**src/rtl/spi_tx_serializer.sv**
```systemverilog
// SPI mode-0 transmit serializer: pops one word from an upstream FIFO and
// shifts it out MSB first under a framed, active-low chip select.
module spi_tx_serializer #(
    parameter int DATA_WIDTH        = 32,
    parameter int BIT_COUNTER_WIDTH = $clog2(DATA_WIDTH),
    parameter int CLK_DIV           = 2
) (
    input  logic                  clk,
    input  logic                  rst_n,
    input  logic                  enable,
    input  logic                  fifo_empty,
    input  logic [DATA_WIDTH-1:0] fifo_rdata,
    output logic                  fifo_rd_en,
    output logic                  sclk,
    output logic                  cs_n,
    output logic                  mosi,
    output logic                  busy,
    output logic                  done
);

    localparam logic [2:0] IDLE    = 3'd0;
    localparam logic [2:0] POP     = 3'd1;
    localparam logic [2:0] LOAD    = 3'd2;
    localparam logic [2:0] SCLK_LO = 3'd3;
    localparam logic [2:0] SCLK_HI = 3'd4;
    localparam logic [2:0] GAP     = 3'd5;

    localparam logic [7:0]                   DIV_LAST = 8'(CLK_DIV - 1);
    localparam logic [BIT_COUNTER_WIDTH-1:0] BIT_LAST = BIT_COUNTER_WIDTH'(DATA_WIDTH - 1);
    localparam logic [BIT_COUNTER_WIDTH-1:0] BIT_ONE  = BIT_COUNTER_WIDTH'(1);

    logic [2:0]                   state_q, state_d;
    logic [DATA_WIDTH-1:0]        shift_q, shift_d;
    logic [BIT_COUNTER_WIDTH-1:0] bit_cnt_q, bit_cnt_d;
    logic [7:0]                   div_q, div_d;
    logic                         mosi_q, mosi_d;
    logic                         done_q, done_d;
    logic                         sclk_q, cs_n_q, rd_en_q, busy_q;
    logic                         div_wrap;

    assign div_wrap = (div_q == DIV_LAST);

    always_comb begin
        state_d   = state_q;
        shift_d   = shift_q;
        bit_cnt_d = bit_cnt_q;
        div_d     = div_q;
        mosi_d    = mosi_q;
        done_d    = 1'b0;
        case (state_q)
            IDLE: begin
                if (enable && !fifo_empty) begin
                    state_d = POP;
                end
            end
            POP: begin
                state_d = LOAD;
            end
            LOAD: begin
                shift_d   = fifo_rdata;
                bit_cnt_d = BIT_LAST;
                div_d     = '0;
                mosi_d    = fifo_rdata[DATA_WIDTH-1];
                state_d   = SCLK_LO;
            end
            SCLK_LO: begin
                if (div_wrap) begin
                    div_d   = '0;
                    state_d = SCLK_HI;
                end else begin
                    div_d = div_q + 8'd1;
                end
            end
            SCLK_HI: begin
                if (div_wrap) begin
                    div_d = '0;
                    if (bit_cnt_q == '0) begin
                        done_d  = 1'b1;
                        mosi_d  = 1'b0;
                        state_d = GAP;
                    end else begin
                        // mosi moves on the falling sclk edge so it is settled long before the next rise
                        shift_d   = shift_q << 1;
                        mosi_d    = shift_d[DATA_WIDTH-1];
                        bit_cnt_d = bit_cnt_q - BIT_ONE;
                        state_d   = SCLK_LO;
                    end
                end else begin
                    div_d = div_q + 8'd1;
                end
            end
            GAP: begin
                if (div_wrap) begin
                    div_d   = '0;
                    state_d = IDLE;
                end else begin
                    div_d = div_q + 8'd1;
                end
            end
            default: begin
                state_d = IDLE;
            end
        endcase
    end

    // Outputs are registered from the next state so they line up with the state they describe.
    always_ff @(posedge clk or negedge rst_n) begin
        if (!rst_n) begin
            state_q   <= IDLE;
            shift_q   <= '0;
            bit_cnt_q <= '0;
            div_q     <= '0;
            mosi_q    <= 1'b0;
            done_q    <= 1'b0;
            sclk_q    <= 1'b0;
            cs_n_q    <= 1'b1;
            rd_en_q   <= 1'b0;
            busy_q    <= 1'b0;
        end else begin
            state_q   <= state_d;
            shift_q   <= shift_d;
            bit_cnt_q <= bit_cnt_d;
            div_q     <= div_d;
            mosi_q    <= mosi_d;
            done_q    <= done_d;
            sclk_q    <= (state_d == SCLK_HI);
            cs_n_q    <= !((state_d == SCLK_LO) || (state_d == SCLK_HI));
            rd_en_q   <= (state_d == POP);
            busy_q    <= (state_d != IDLE);
        end
    end

    assign fifo_rd_en = rd_en_q;
    assign sclk       = sclk_q;
    assign cs_n       = cs_n_q;
    assign mosi       = mosi_q;
    assign busy       = busy_q;
    assign done       = done_q;

endmodule

```
**config.mk**
```make
export PLATFORM = sky130hd
export DESIGN_NAME = spi_tx_serializer
export DESIGN_NICKNAME = d
export VERILOG_FILES = /design/src/rtl/spi_tx_serializer.sv
export SDC_FILE = /design/constraint.sdc
export NUM_CORES = 1
export LEC_CHECK = 0
export BUFFER_PORTS_ARGS = -buffer_cell sky130_fd_sc_hd__buf_2
export CAP_MARGIN = 20
export CORE_MARGIN = 1
export CORE_UTILIZATION = 55
export DETAILED_ROUTE_END_ITERATION = 10
export PLACE_DENSITY_LB_ADDON = 0.1
export SYNTH_ARGS = -nofsm -noshare
export SYNTH_HDL_FRONTEND = slang
export SYNTH_SLANG_ARGS = --single-unit
```
**constraint.sdc**
```tcl
create_clock -name clk -period 6.19 [get_ports clk]
set_clock_uncertainty 0.15 [all_clocks]
set_input_delay 0.3095 -clock clk [delete_from_list [all_inputs] [get_ports clk]]
set_output_delay 0.3095 -clock clk [all_outputs]
set_load 0.01 [all_outputs]
```
==> results.cfg <==
[place]
place_area_sq_um = 3050
place.gp.congestion = 0.760
port_buffers = 41
dpl.hpwl_um = 3130

[synth]
yosys_register_bits = 53
yosys-top-cells-area = dfrtp_1 46%, mux2_4 15%, mux2_2 13%
synth.cell_area_sq_um = 2810
synth_top_area_share_pct = 46.3
syn_nets = 259
synth_top_area_cell = dfrtp_1
synth.distinct_cells = 45
seq_area_frac_synth_pct = 47.2
synthFlopType = dfrtp_1
ys.warnings.count = 0
synth_async_sr_flop_share_pct = 100
synth.avg_cell_area_sq_um = 12.8
synth-edff-count = 0
syn_inst = 219

[hold_path]
hold_end = shift_q[0]$_DFFE_PN0P_
whs_path_depth = 3
hold_class = input port to flop
holdCritStartpoint = fifo_rdata[0]

[die]
core_area_sq_um = 4820
initial_utilization_pct = 58.4
die_w_um = 73.5
ios = 42
rows = 25
dieArea_sq_um = 5400
dieHeight_um = 73.5

[layout]
multiInputGateArea_sq_um = 1410
seqCellArea_sq_um = 1330
area_delta_synth_final_pct = 12.5
drive_gt1_share_pct = 46.2
n_antenna_cell = 0
design_area_sq_um = 3160
layout.nets = 299
num-fill-cells = 411

[clock_tree]
path_clk_slew_ns = 0.10
ctsLongestPathBuffers = 2
clk_latency_ns = 0.30
htreeDepth = 2
clock-sinks = 53
post-cts-setup-buffers = 0
cts_tree = built
cts_root_buf = clkbuf_8
cts_buffers = 5

[worst_setup_path]
critPathMaxStageDelay_ns = 0.54
cp_data_arrival_time_ns = 2.53
cp-end-kind = flop
crit_type = flop to flop
r2r_end = shift_q[19]$_DFFE_PN0P_
path_max_fanout = 33
reg2reg_from = state_q[0]$_DFF_PN0_
crit_path_cell_trace = nor3b_4 > buf_4 > nand4_4 > nand2_4 > mux2_2
reg2regPathDepth = 5
slowest_stage = dfrtp_1
regToRegSetupSlack_ns = 3.70
required_ns = 6.24
startpoint_type = flop

[routing]
wirelength_um = 4710
wl_per_cell_um = 14.4
wl_met2_um = 2210
dr_wl_met3_um = 206
viasPerCell = 5.46
via_count = 1784
wl_met1_um = 2250
routed.top_layer = met4
ant_nets = 0
drt-pass1-iter-count = 4
drc = 0
first_iter_violations = 146

[status]
outcome = finished, final reports clean

[global_route]
grt_max_degree = 54
antenna_found_initial = 0
overflow = 0
grtUsageTotal_pct = 19.3
grt_pass1_vias = 1824
grt_pass1_wl_um = 8060

[sta]
slew_violations = 0
period_needed_ns = 2.49
fin_crit_sh_pct = 40.2
max_freq_mhz = 402
tns_ns = 0
slew_headroom_pct = 56.5
finalSetupViolations = 0
finalHoldViolCount = 0
rsz0062_at_grt = false
tightestPinTransition_ns = 0.653

[pwr]
p_leak_nw = 1.56
power_density_nw_per_um2 = 190
ir_drop_mv = 0.112

[job]
maxCapViolCount = 0
worst max-delay path by stage:
stage / startpoint / cells past startpoint / end / slack, ns
2_1_floorplan: bit_cnt_q[0]$_DFFE_PN0P_ / 8 / shift_q[10]$_DFFE_PN0P_ / 4.13
3_3_place_gp: state_q[0]$_DFF_PN0_ / 5 / shift_q[20]$_DFFE_PN0P_ / 3.72
3_5_place_dp: state_q[0]$_DFF_PN0_ / 5 / shift_q[20]$_DFFE_PN0P_ / 3.69
4_1_cts: state_q[0]$_DFF_PN0_ / 5 / shift_q[19]$_DFFE_PN0P_ / 3.67
5_1_grt: state_q[0]$_DFF_PN0_ / 5 / shift_q[20]$_DFFE_PN0P_ / 3.55
6_report: state_q[0]$_DFF_PN0_ / 5 / shift_q[19]$_DFFE_PN0P_ / 3.70
synthesized netlist by cell type (all sizes together), types with 3 or more instances:
library cell  instances
nor2                  8
and3                  5
clkbuf                3
o21ai                 7
buf                   8
o22ai                 3
a31oi                 6
a21oi                 5
nor3                  5
mux2                 61
inv                   3
nor3b                 3
nand2                14
dfrtp                52
ha                    4
nand2b                6
area by class of cell:
cell class	count	share of cell area (%)
clock buffers	7	3.05
clock inverters	1	0.158
inverters	3	0.356
multi-input cells	152	44.5
flip-flops and latches	53	42.0
well taps	67	2.65
repair buffers	44	7.28
metrics by stage:
stage / hold slack, ns / worst slack [ns] / cells / util (%) / power [W]
global route: 0.102 / 3.55 / 327 / 65.7 / 0.000626
global placement: 0.322 / 3.72 / 318 / 63.4 / 0.000398
finish: 0.0982 / 3.70 / 327 / 65.7 / 0.000601
CTS: 0.0900 / 3.67 / 327 / 65.7 / 0.000610
detailed placement: 0.321 / 3.69 / 318 / 63.4 / 0.000398
floorplan: -0.136 / 4.13 / 219 / - / 0.000378
flip-flops by register name, indices dropped and copies added (netlist names):
| name | flops |
|---|---|
| shift_q | 31 |
| div_q | 8 |
| bit_cnt_q | 5 |
| state_q | 3 |
| busy | 1 |
| cs_n | 1 |
| done | 1 |
| fifo_rd_en | 1 |
| mosi | 1 |
| sclk | 1 |
timing repair:
| item | CTS | global route |
|---|---|---|
| resized for setup | 0 | 0 |
| endpoints found under the hold margin | 52 | 0 |
| hold buffers | 1 | 0 |
| endpoints found under the setup margin | 0 | 0 |
metal layers:
layer  vias up  track usage (%)
met5         -                0
met4         0             5.56
met3         4             4.94
met2        37             31.8
met1       867             25.2
li1        876                -
cell usage in the layout (no fill, tap or decap), types with 2 or more instances in the layout:
cell type   n
a21oi_1     5
a31oi_1     6
and3_1      5
and4_1      2
buf_2      41
buf_4       2
clkbuf_8    7
dfrtp_1    52
ha_1        4
inv_1       3
mux2_2     33
mux2_4     28
nand2_1    13
nand2b_1    6
nand3_1     2
nor2_1      8
nor3_1      5
o21ai_0     3
o21ai_1     4
o22ai_1     3
critical path: cells and delay by family (launching register included):
kind	cells	cell delay, ns
buffers and inverters	1	0.40
and+or+nand+nor	3	0.88
DFF	1	0.54
muxes	1	0.40
kinds of logic (layout without fill, tap and decap cells):
logic type	after synthesis	after routing	share of synthesized area (%)
and+or+nand+nor	53	53	11.7
buffers and inverters	14	55	2.89
adders and majority gates	4	4	1.78
xor gates and xnor gates	2	2	0.623
muxes	61	61	28.2
AOI/OAI and AO/OA	32	32	7.61
DFF	53	53	47.2
report_power, final:
part	internal [W]	switching [W]	total [W]
Sequential	0.000353	0.00000392	0.000357
Clock	0.000101	0.000109	0.000210
Combinational	0.0000214	0.0000129	0.0000342
Total	0.000476	0.000125	0.000601
(Power assumes the default switching activity.)
